==> config.mk <==
export PLATFORM = sky130hd
export DESIGN_NAME = minmax_tree_pipe
export DESIGN_NICKNAME = d
export VERILOG_FILES = /design/src/rtl/minmax_tree_pipe.sv
export SDC_FILE = /design/constraint.sdc
export NUM_CORES = 1
export LEC_CHECK = 0
export ABC_CLOCK_PERIOD_IN_PS = 4540
export CAP_MARGIN = 5
export CORE_MARGIN = 5
export CORE_UTILIZATION = 50
export DETAILED_ROUTE_END_ITERATION = 6
export GPL_TIMING_DRIVEN = 1
export PLACE_DENSITY = 0.91
export SLEW_MARGIN = 20
export SYNTH_ARGS = -nofsm -noshare
export SYNTH_HDL_FRONTEND = slang
export SYNTH_SLANG_ARGS = --single-unit
==> constraint.sdc <==
create_clock -name clk -period 4.54 [get_ports clk]
set_clock_uncertainty 0.05 [all_clocks]
set_input_delay 0.454 -clock clk [delete_from_list [all_inputs] [get_ports clk]]
set_output_delay 0.454 -clock clk [all_outputs]
set_load 0.02 [all_outputs]
==> src/rtl/minmax_tree_pipe.sv <==
// rtl/minmax_tree_pipe.sv - pipelined N-input min/max compare tree; define MINMAX_TREE_SIGNED_EN for signed compare
module minmax_tree_pipe #(
   parameter  int WIDTH  = 8,
   parameter  int NUM_IN = 4,
   localparam int LEVELS = $clog2(NUM_IN),
   localparam int IDX_W  = $clog2(NUM_IN)
) (
   input  logic                    clk,
   input  logic                    rst_n,
   input  logic                    in_valid,
   output logic                    in_ready,
   input  logic [NUM_IN*WIDTH-1:0] in_data,
   input  logic                    in_mode,
   output logic                    out_valid,
   input  logic                    out_ready,
   output logic [WIDTH-1:0]        out_data,
   output logic [IDX_W-1:0]        out_idx
);

   // Tree is a heap: node 1 is the root, node n has children 2n and 2n+1,
   // leaves occupy heap slots LEAVES .. 2*LEAVES-1.
   localparam int LEAVES = 1 << LEVELS;
   localparam int NODES  = LEAVES - 1;

   // Stage that registers heap node n: the deepest internal level is stage 0.
   function automatic int node_stage(input int n);
      int depth;
      depth = 0;
      for (int k = n; k > 1; k = k >> 1) begin
         depth++;
      end
      return LEVELS - 1 - depth;
   endfunction

   // Decide whether the right (higher index) child wins; ties stay left.
   function automatic logic pick_right(input logic             pres_l,
                                       input logic             pres_r,
                                       input logic [WIDTH-1:0] data_l,
                                       input logic [WIDTH-1:0] data_r,
                                       input logic             mode);
      logic better;
`ifdef MINMAX_TREE_SIGNED_EN
      better = mode ? ($signed(data_r) > $signed(data_l))
                    : ($signed(data_r) < $signed(data_l));
`else
      better = mode ? (data_r > data_l) : (data_r < data_l);
`endif
      if (!pres_r) begin
         return 1'b0;
      end else if (!pres_l) begin
         return 1'b1;
      end
      return better;
   endfunction

   // Leaf operands (padded leaves are marked absent)
   logic [WIDTH-1:0] leaf_d [LEAVES];
   logic [IDX_W-1:0] leaf_i [LEAVES];
   logic             leaf_p [LEAVES];

   // Registered internal nodes and their combinational next values
   logic [WIDTH-1:0] node_d [1:NODES];
   logic [IDX_W-1:0] node_i [1:NODES];
   logic             node_p [1:NODES];
   logic [WIDTH-1:0] nxt_d  [1:NODES];
   logic [IDX_W-1:0] nxt_i  [1:NODES];
   logic             nxt_p  [1:NODES];
   logic             take_r [1:NODES];
   logic             node_mode [1:NODES];

   // Unified view of every heap slot: registered nodes plus raw leaves
   logic [WIDTH-1:0] src_d [1:2*LEAVES-1];
   logic [IDX_W-1:0] src_i [1:2*LEAVES-1];
   logic             src_p [1:2*LEAVES-1];

   // Per-stage beat bookkeeping; mode travels with its beat
   logic valid_q  [LEVELS];
   logic mode_q   [LEVELS];
   logic mode_src [LEVELS];

   logic en;

   assign out_valid = valid_q[LEVELS-1];
   assign out_data  = node_d[1];
   assign out_idx   = node_i[1];
   assign en        = !(out_valid && !out_ready);
   assign in_ready  = en;

   for (genvar j = 0; j < LEAVES; j++) begin : g_leaf
      if (j < NUM_IN) begin : g_real
         assign leaf_d[j] = in_data[j*WIDTH +: WIDTH];
         assign leaf_p[j] = 1'b1;
      end else begin : g_pad
         assign leaf_d[j] = '0;
         assign leaf_p[j] = 1'b0;
      end
      assign leaf_i[j] = IDX_W'(j);
   end

   for (genvar n = 1; n <= NODES; n++) begin : g_node_mode
      localparam int STG = node_stage(n);
      assign node_mode[n] = mode_src[STG];
   end

   // Mode seen by each stage's compare logic: fresh input for stage 0, else the beat's carried mode
   always_comb begin
      mode_src[0] = in_mode;
      for (int s = 1; s < LEVELS; s++) begin
         mode_src[s] = mode_q[s-1];
      end
   end

   // Gather registered nodes and leaves into one heap-indexed view
   always_comb begin
      for (int n = 1; n <= NODES; n++) begin
         src_d[n] = node_d[n];
         src_i[n] = node_i[n];
         src_p[n] = node_p[n];
      end
      for (int j = 0; j < LEAVES; j++) begin
         src_d[LEAVES+j] = leaf_d[j];
         src_i[LEAVES+j] = leaf_i[j];
         src_p[LEAVES+j] = leaf_p[j];
      end
   end

   // Compare each node's two children and select the winner
   always_comb begin
      for (int n = 1; n <= NODES; n++) begin
         take_r[n] = pick_right(src_p[2*n], src_p[2*n+1], src_d[2*n], src_d[2*n+1], node_mode[n]);
         nxt_d[n]  = take_r[n] ? src_d[2*n+1] : src_d[2*n];
         nxt_i[n]  = take_r[n] ? src_i[2*n+1] : src_i[2*n];
         nxt_p[n]  = src_p[2*n] | src_p[2*n+1];
      end
   end

   // Advance every stage together when the output is not stalled
   always_ff @(posedge clk or negedge rst_n) begin
      if (!rst_n) begin
         for (int n = 1; n <= NODES; n++) begin
            node_d[n] <= '0;
            node_i[n] <= '0;
            node_p[n] <= 1'b0;
         end
         for (int s = 0; s < LEVELS; s++) begin
            valid_q[s] <= 1'b0;
            mode_q[s]  <= 1'b0;
         end
      end else if (en) begin
         for (int n = 1; n <= NODES; n++) begin
            node_d[n] <= nxt_d[n];
            node_i[n] <= nxt_i[n];
            node_p[n] <= nxt_p[n];
         end
         valid_q[0] <= in_valid;
         mode_q[0]  <= in_mode;
         for (int s = 1; s < LEVELS; s++) begin
            valid_q[s] <= valid_q[s-1];
            mode_q[s]  <= mode_q[s-1];
         end
      end
   end

endmodule

==> metrics.cfg <==
[status]
status = finished, final reports clean

[final_layout]
fin_util_pct = 63.96
layout_commonest_cell = clkdlybuf4s50_1
nNetsFinal = 332
final_cell_mix = clkdlybuf4s50_1, dfrtp_1, inv_1
antenna_cells = 0
layout-area-overhead-vs-synth_pct = 25.86
layoutNonFillerInstCount = 324
drive_gt1_share_pct = 7.721

[clock_tree]
clk_pin_slew_ns = 0.06
htreeDepth = 2
clock_latency_ns = 0.29
clockRootBuffer = clkbuf_8
clock_sinks = 32
ctsResizeCount = 0
postCtsHoldBufs = 0
cts_buffer_depth = 2
cts_buffers = 5
post-cts-setup-buffers = 0
tritoncts = built

[floorplanning]
num_rows = 24
die-area_sq_um = 5785
dieWidth_um = 76.06
ioPinCount = 49
fp.dieH_um = 76.06
initial_core_util_pct = 50.82
core_area_sq_um = 4294

[sta]
rsz0062_at_grt = no
slew_headroom_pct = 44.76
period_needed_ns = 2.809
hold_slack_ns = 0.4282
report.final.slew_viol_count = 0
hold_viol_final = 0
fmax_mhz = 356.0
setup_viol = 0
tightestPinTransition_ns = 0.8241
finalSetupTns_ns = 0
timing.final.crit_share_pct = 61.86

[worst_setup_path]
startpoint = out_ready
required_ns = 4.04
cp.arrival_ns = 2.30
cp_max_fo = 33
worstReg2RegStart = out_valid$_DFFE_PN0N_
cp-end-kind = output port
worstRegToRegCells = 6
ff2ff_setup_slack_ns = 2.20
critPathLaunchType = input port
regToRegEndpoint = out_data[7]$_DFFE_PN0N_
critPathKind = input port to output port

[routing]
wl_per_cell_um = 15.21
drcViolationCount = 0
first_iter_violations = 202
vias = 1854
ant_nets = 0
drt-total-wl_um = 4928
viasPerCell = 5.722
drt_pass1_iterations = 5

[logic_synthesis]
synth_area_sq_um = 2182
yosysWarnings = 0
synth_enable_flop_cells = 0
syn_area_per_cell_sq_um = 9.325
synthFlopType = dfrtp_1
synth_top_area_share_pct = 36.70
synth-seq-cells = 32
synth_area_leader_cell = dfrtp_1
ys_seq_area_share_pct = 36.70
synth_cells = 234
syn_nets = 295
synth_cell_types = 32
synth_area_leaders = dfrtp_1, ha_1, o31a_1
async_flop_share_pct = 100.0

[power]
power_frac_seq_pct = 34.6
switching_share_pct = 33.51
p_comb_share_pct = 40.6
peakVddDrop_v = 0.0001853
p_leak_uw = 0.001248
internal_power_uw = 800.3
p_sw_uw = 403.3
power.density_nw_per_um2 = 438.3
p_total_uw = 1204
clkPwrFrac_pct = 24.8

[min_path]
hold_start = out_idx[1]$_DFFE_PN0N_
hold_path_class = register to register
worstHoldEndpoint = out_idx[1]$_DFFE_PN0N_
whs_path_depth = 1

[grt]
use_met3_pct = 4.019
grt_antenna_before_repair = 0
grt_use_met1_pct = 22.19
overflow = 0
grt_max_degree = 34
grt_pass1_vias = 1733
top_usage_layer = met2
gr-usage-met2_pct = 28.17
grt_pass1_wl_um = 8169
global_route.usage.total_pct = 17.03

[placement]
dpl.hpwl_um = 3748
dp_cells = 316
port-buffer-count = 48
gp_congestion = 0.9293

[flow_run]
maxCapViolCount = 0

[worst max path at each step]
| stage | to | slack [ns] | depth (start not counted) |
|---|---|---|---|
| final | in_ready | 1.73 | 5 |
| after global routing | in_ready | 1.61 | 5 |
| after CTS | in_ready | 1.73 | 5 |
| after detailed placement | node_d[13]$_DFFE_PN0N_ | 1.66 | 9 |
| after global placement | node_d[13]$_DFFE_PN0N_ | 1.76 | 9 |
| after floorplan | out_data[0]$_DFFE_PN0N_ | 2.43 | 8 |
[layer usage]
layer	wire (um)	vias up	share of wire, %
met4	61	0	1.2
met1	2191	885	44
met2	2408	49	49
li1	-	915	-
met5	0	-	0
met3	267	5	5.4
[sequential cells by signal, summed over array words and instances, names as in the netlist]
register,count
out_idx,2
node_i,3
node_d,16
valid_q,1
out_data,8
mode_q,1
out_valid,1
[cells in the mapped netlist, drive strengths merged, types with 4 or more instances]
master,instances
a21oi,19
a221o,9
a22oi,7
and2,9
buf,13
clkbuf,7
dfrtp,32
ha,24
inv,26
nand2,15
nand4,6
nor2,8
nor2b,4
o211ai,7
o21ai,20
o31a,14
[power groups by stage]
| stage | Combinational, uW | Sequential, uW | Clock, uW |
|---|---|---|---|
| after floorplan | 375 | 404 | 0 |
| after global placement | 472 | 416 | 0 |
| after detailed placement | 487 | 420 | 0 |
| after CTS | 491 | 416 | 301 |
| after global routing | 530 | 425 | 315 |
| final | 489 | 416 | 299 |
[through the flow]
step | setup WS, ns | area (sq um)
6_report | 1.731 | 2746
5_1_grt | 1.606 | 2746
4_1_cts | 1.731 | 2746
3_5_place_dp | 1.655 | 2620
3_3_place_gp | 1.758 | 2620
2_1_floorplan | 2.429 | 2182
[critical path, stage by stage]
cell and delay [ns]:
clkdlybuf4s50_1 0.45, nor2b_1 0.04, buf_4 0.20, inv_2 0.43, clkdlybuf4s50_1 0.71
[cell families after synthesis]
group	after synthesis	synth area share, %
adder cells (fa/ha/maj)	24	13.76
multiplexers	2	1.032
buffers and inverters	46	10.09
AO/OA/AOI/OAI	81	26.20
flip-flops	32	36.70
AND/OR/NAND/NOR	49	12.21
[area by class of cell]
class / instances / area [sq um]
Clock buffer: 7 / 96.34
Clock inverter: 1 / 30.03
Fill cell: 351 / 1548
Inverter: 26 / 97.59
Multi-Input combinational cell: 156 / 1161
Sequential cell: 32 / 800.8
Tap cell: 52 / 65.06
Timing Repair Buffer: 50 / 495.5
(Power assumes the default switching activity.)
